<file path="src/rtl/cas_lock_pkg.sv">
// -----------------------------------------------------------------------------
// cas_lock_pkg
// Shared definitions for the CAS-Lock key-gating unit.
//   MAX_N                 : widest chain the helpers are sized for
//   DEFAULT_CHAIN_PATTERN : default per-stage gate selection (1 = OR, 0 = AND)
//   key_cnt_t             : loader bit counter, wide enough to hold 0..2*MAX_N
//   chain_eval()          : reference evaluation of one cascaded AND/OR chain
// -----------------------------------------------------------------------------
package cas_lock_pkg;

    localparam int MAX_N = 64;

    localparam logic [31:0] DEFAULT_CHAIN_PATTERN = 32'h0000_7E00;

    // Sized for the widest chain so that every legal N_IN can count up to
    // 2*N_IN without overflowing.
    typedef logic [$clog2(2*MAX_N+1)-1:0] key_cnt_t;

    // Walks the chain from stage 0 upward. Stage 0 just passes x[0]; every
    // later stage combines its own x bit with the running result using the
    // gate chosen by the matching pattern bit. Stages at or beyond n are
    // skipped so narrower chains can share this helper.
    function automatic logic chain_eval(input logic [MAX_N-1:0] x,
                                        input logic [MAX_N-1:0] pattern,
                                        input int n);
        logic g;
        g = x[0];
        for (int i = 1; i < MAX_N; i++) begin
            if (i < n) begin
                g = pattern[i] ? (x[i] | g) : (x[i] & g);
            end
        end
        return g;
    endfunction

endpackage

</file>
<file path="src/rtl/cas_chain.sv">
// -----------------------------------------------------------------------------
// cas_chain
// Purely combinational N_IN-stage cascaded AND/OR chain.
// Ports:
//   x : N_IN-bit key-XORed input vector
//   g : chain output (last stage)
// -----------------------------------------------------------------------------
module cas_chain
    import cas_lock_pkg::*;
#(
    parameter int               N_IN          = 32,
    parameter logic [N_IN-1:0]  CHAIN_PATTERN = N_IN'(DEFAULT_CHAIN_PATTERN)
) (
    input  logic [N_IN-1:0] x,
    output logic            g
);

    assign g = chain_eval(MAX_N'(x), MAX_N'(CHAIN_PATTERN), N_IN);

endmodule

</file>
<file path="src/rtl/cas_lock_seq.sv">
// -----------------------------------------------------------------------------
// cas_lock_seq
// Sequential CAS-Lock key-gating unit with a serial key loader, a two-stage
// registered pipeline and a saturating flip counter.
// Ports:
//   clk, rst      : rising-edge clock, synchronous active-high reset
//   key_start     : clears the key register and the loaded state
//   key_bit_valid : shifts key_bit in (MSB of the key first)
//   key_bit       : serial key data
//   key_loaded    : all 2*N_IN key bits received since the last clear
//   in_valid      : qualifies in_data / in_y
//   in_data       : primary inputs feeding both chains
//   in_y          : original circuit output bit
//   out_valid     : in_valid delayed by two cycles
//   out_y         : in_y XOR flip
//   out_flip      : flip applied to this sample
//   flip_count    : saturating count of output samples with flip = 1
// -----------------------------------------------------------------------------
module cas_lock_seq
    import cas_lock_pkg::*;
#(
    parameter int               N_IN          = 32,
    parameter logic [N_IN-1:0]  CHAIN_PATTERN = N_IN'(DEFAULT_CHAIN_PATTERN),
    parameter int               CNT_W         = 16
) (
    input  logic             clk,
    input  logic             rst,
    input  logic             key_start,
    input  logic             key_bit_valid,
    input  logic             key_bit,
    output logic             key_loaded,
    input  logic             in_valid,
    input  logic [N_IN-1:0]  in_data,
    input  logic             in_y,
    output logic             out_valid,
    output logic             out_y,
    output logic             out_flip,
    output logic [CNT_W-1:0] flip_count
);

    localparam int       KEY_W    = 2 * N_IN;
    localparam key_cnt_t KEY_BITS = key_cnt_t'(KEY_W);

    logic [KEY_W-1:0] key_reg;
    key_cnt_t         bit_cnt;

    logic             s1_valid;
    logic             s1_y;
    logic             s1_forced;
    logic [N_IN-1:0]  s1_xa;
    logic [N_IN-1:0]  s1_xb;

    logic             ga;
    logic             gb;
    logic             flip;

    // Serial key loader. key_start takes priority over a bit arriving in the
    // same cycle, so that bit is dropped. The counter stops at 2*N_IN while
    // extra bits keep shifting through the register.
    always_ff @(posedge clk) begin
        if (rst) begin
            key_reg <= '0;
            bit_cnt <= '0;
        end else if (key_start) begin
            key_reg <= '0;
            bit_cnt <= '0;
        end else if (key_bit_valid) begin
            key_reg <= {key_reg[KEY_W-2:0], key_bit};
            if (bit_cnt != KEY_BITS) begin
                bit_cnt <= bit_cnt + key_cnt_t'(1);
            end
        end
    end

    assign key_loaded = (bit_cnt == KEY_BITS);

    // Stage 1 captures the key-XORed vectors and the not-yet-loaded flag
    // together with the sample, so a later key change or key_start cannot
    // reach back into samples already in flight.
    always_ff @(posedge clk) begin
        if (rst) begin
            s1_valid  <= 1'b0;
            s1_y      <= 1'b0;
            s1_forced <= 1'b0;
            s1_xa     <= '0;
            s1_xb     <= '0;
        end else begin
            s1_valid  <= in_valid;
            s1_y      <= in_y;
            s1_forced <= ~key_loaded;
            s1_xa     <= in_data ^ key_reg[N_IN-1:0];
            s1_xb     <= in_data ^ key_reg[KEY_W-1:N_IN];
        end
    end

    cas_chain #(
        .N_IN          (N_IN),
        .CHAIN_PATTERN (CHAIN_PATTERN)
    ) u_chain_a (
        .x (s1_xa),
        .g (ga)
    );

    cas_chain #(
        .N_IN          (N_IN),
        .CHAIN_PATTERN (CHAIN_PATTERN)
    ) u_chain_b (
        .x (s1_xb),
        .g (gb)
    );

    // Equal key halves make the two chains agree, so ga & ~gb is 0 for
    // the correct key; an unloaded key corrupts every sample.
    assign flip = s1_forced | (ga & ~gb);

    // Stage 2 registers the outputs and counts corrupted samples, holding
    // the counter at all-ones once it saturates.
    always_ff @(posedge clk) begin
        if (rst) begin
            out_valid  <= 1'b0;
            out_y      <= 1'b0;
            out_flip   <= 1'b0;
            flip_count <= '0;
        end else begin
            out_valid <= s1_valid;
            if (s1_valid) begin
                out_y    <= s1_y ^ flip;
                out_flip <= flip;
                if (flip && (flip_count != {CNT_W{1'b1}})) begin
                    flip_count <= flip_count + CNT_W'(1);
                end
            end
        end
    end

endmodule
</file>
<file path="config.mk">
export PLATFORM = sky130hd
export DESIGN_NAME = cas_lock_seq
export DESIGN_NICKNAME = d
export VERILOG_FILES = /design/src/rtl/cas_lock_pkg.sv /design/src/rtl/cas_chain.sv /design/src/rtl/cas_lock_seq.sv
export SDC_FILE = /design/constraint.sdc
export NUM_CORES = 1
export LEC_CHECK = 0
export ABC_AREA = 1
export CAP_MARGIN = 40
export CORE_MARGIN = 2
export CORE_UTILIZATION = 45
export CTS_CLUSTER_DIAMETER = 200
export DETAILED_ROUTE_END_ITERATION = 16
export PLACE_DENSITY = 0.75
export SYNTH_ARGS = -nofsm -noshare
export SYNTH_HDL_FRONTEND = slang
export SYNTH_SLANG_ARGS = --single-unit
</file>
<file path="constraint.sdc">
create_clock -name clk -period 2.7 [get_ports clk]
set_input_delay 0.27 -clock clk [delete_from_list [all_inputs] [get_ports clk]]
set_output_delay 0.27 -clock clk [all_outputs]
set_load 0.01 [all_outputs]
</file>
==> results.yml <==
synthesis:
  ys_warn_count: 0
  synthesis.nets: 819
  syn_avg_cell_area_um2: 7.91
  async_flop_share: 0
  post-synth-top-area-fraction: 0.514
  yosys_register_bits: 158
  synthTopCellsByArea: "dfxtp_1, nand2_1, xnor2_1"
  synth_ff_type: "dfxtp_1"
  syn_inst: 777
  yosys.area.top_type: "dfxtp_1"
  synth_enable_flop_cells: 0
  synth_cell_types: 27
  synth_top_cells_by_count: "nand2_1, dfxtp_1, nor2_1"
  yosysSeqAreaShare: 0.514
  syn-cell-area_um2: 6150
  synth_most_common_cell: "nand2_1"
timing:
  tns_ns: 0
  timing.hold.ws_ns: 0.209
  period_share: 0.836
  fmax_mhz: 443
  setup_viol: 0
  fin_crit_ns: 2.26
  slew_headroom: 0.495
  rsz0062_at_grt: "no"
  final_max_slew_viol_count: 0
  worst_pin_slew_ns: 0.756
  clock_skew_ns: 0.0104
  hold_viol: 0
hold_path:
  worstHoldStart: "key_bit_valid"
  hold_path.class: "input pin to register"
  min_to: "key_reg[0]"
  hold_path_depth: 4
worst_setup_path:
  arrival_ns: 1.99
  rr_endpoint: "flip_count[13]"
  crit_type: "register to output port"
  slowest_delay_ns: 0.61
  path_cells: "inv_1 > ha_1 > nand3_1 > nor2_1 > clkdlybuf4s50_1"
  rrSetupSlack_ns: 0.81
  crit_buf_inv: 2
  crit_slowest_cell: "clkdlybuf4s50_1"
  r2r_start: "s1_xa[21]"
  crit_family: "buffers and inverters"
  required_ns: 2.43
  cp_max_fo: 4
  start_kind: "register"
  worstRegToRegCells: 12
  crit_path_end_kind: "output port"
detailed_routing:
  drt_iter0_markers: 284
  dr.pass1.iters: 5
  wl_met1_um: 5640
  dr_wl_met3_um: 491
  topRoutingLayerUsed: "met4"
  final_antenna_net_count: 0
  wl_met2_um: 5990
  via_per_inst: 4.68
  routed_wl_um: 12300
  drc: 0
  via_count: 4743
  drt-wirelength-per-cell_um: 12.1
die:
  fp.dieArea_um2: 14600
  die_w_um: 121
  core_area_um2: 13300
  start_util: 0.462
  die_h_um: 121
  num_rows: 42
  io_pins: 59
pwr:
  sw_frac_of_total: 0.233
  clkPwrFrac: 0.461
  leakagePower_nw: 2.74
  netSwitchingPower_mw: 1.19
  internal_power_mw: 3.92
  pwr-share-seq: 0.477
  p_comb_frac: 0.062
  powerDensity_nw_per_um2: 691
  max-vdd-ir-drop_mv: 0.384
  p_total_mw: 5.12
clock_network:
  cts_sinks: 158
  cts_buffer_depth: 2
  clk_latency_ns: 0.42
  cts_tree: "done"
  cts_hold_buf: 0
  cts-buffers-inserted: 17
  post_cts_resized: 0
  root_buffer: "clkbuf_16"
  htree_num_levels: 4
  cts_setup_buffers: 0
  clk_pin_slew_worst_paths_ns: 0.06
global_routing:
  grt_start_max_net_pins: 74
  antenna_found_initial: 0
  grt.total_usage: 0.176
  overflow: 0
  grt_pass1_wl_um: 20100
  grt_pass1_vias: 4377
finish:
  layout.nets: 866
  largest_reg_flops: 64
  syn2layout_area_growth_pct: 20.5
  final_core_util: 0.557
  diodes: 0
  drive_gt1_frac: 0.0621
  stdcell_area_um2: 7410
status:
  status: "complete, no violations"
placed_design:
  port_buffers: 58
  place_area_um2: 6820
  place_congestion: 0.847
  place_hpwl_um: 7690
job:
  max-cap-violations: 0
## layout make-up
| class | count | area [um^2] |
|---|---|---|
| Clock buffer | 17 | 425 |
| Clock inverter | 15 | 165 |
| Fill cell | 1208 | 5890 |
| Inverter | 65 | 244 |
| Multi-Input combinational cell | 519 | 2580 |
| Sequential cell | 158 | 3160 |
| Tap cell | 176 | 220 |
| Timing Repair Buffer | 63 | 608 |
## per-stage QoR
stage	setup WS, ns	cells
3_5_place_dp	0.874	981
2_1_floorplan	1.19	777
4_1_cts	0.413	1013
3_3_place_gp	0.938	981
6_report	0.442	1013
5_1_grt	0.347	1013
## how the worst max path moves through the flow
stage             startpoint            end  slack, ns  depth (start not counted)
2_1_floorplan  flip_count[1]  flip_count[6]       1.19                         11
6_report          bit_cnt[0]     key_loaded       0.44                          5
3_3_place_gp      bit_cnt[0]     key_loaded       0.94                          5
4_1_cts           bit_cnt[0]     key_loaded       0.41                          5
5_1_grt           bit_cnt[0]     key_loaded       0.35                          5
3_5_place_dp      bit_cnt[0]     key_loaded       0.87                          5
## cell families (layout without fill, tap and decap cells)
family | Yosys count | after routing | share of synthesized area
DFF | 158 | 158 | 0.514
AOI/OAI and AO/OA | 93 | 93 | 0.0765
buffers and inverters | 100 | 160 | 0.0657
adders and majority gates | 3 | 3 | 0.00611
and+or+nand+nor | 354 | 354 | 0.239
xor gates and xnor gates | 69 | 69 | 0.0983
## layout by cell type (no fill, tap or decap), types with 17 or more instances in the layout
master / netlist / final
a21oi_1: 72 / 72
clkbuf_16: 0 / 17
clkdlybuf4s50_1: 0 / 56
dfxtp_1: 158 / 158
inv_1: 63 / 62
nand2_1: 175 / 175
nand3_1: 22 / 22
nor2_1: 123 / 123
o21ai_0: 19 / 19
xnor2_1: 65 / 65
## worst reg2reg max path, cell delays in order (launching register included)
cell     delay [ns]
dfxtp_1        0.31
nand2_1        0.05
inv_1          0.07
nand2_1        0.07
nor2_1         0.14
nand3_1        0.12
nor2_1         0.12
nand2_2        0.07
nand2_2        0.29
nand3_2        0.30
nand2_1        0.14
nand2_1        0.06
nor2_1         0.10
## per-layer routing
layer / global-route usage / vias up
li1: - / 2504
met1: 0.219 / 2124
met2: 0.290 / 105
met3: 0.0456 / 10
met4: 0.0690 / 0
met5: 0 / -
## power by group through the flow
stage	sequential (mW)	combinational (mW)	clock [mW]
after floorplan	2.49	0.196	0
final	2.44	0.318	2.36
after global routing	2.45	0.354	2.49
after CTS	2.44	0.322	2.39
after global placement	2.49	0.315	0
after detailed placement	2.49	0.320	0
Note: power is estimated with default switching activity, not from simulation.
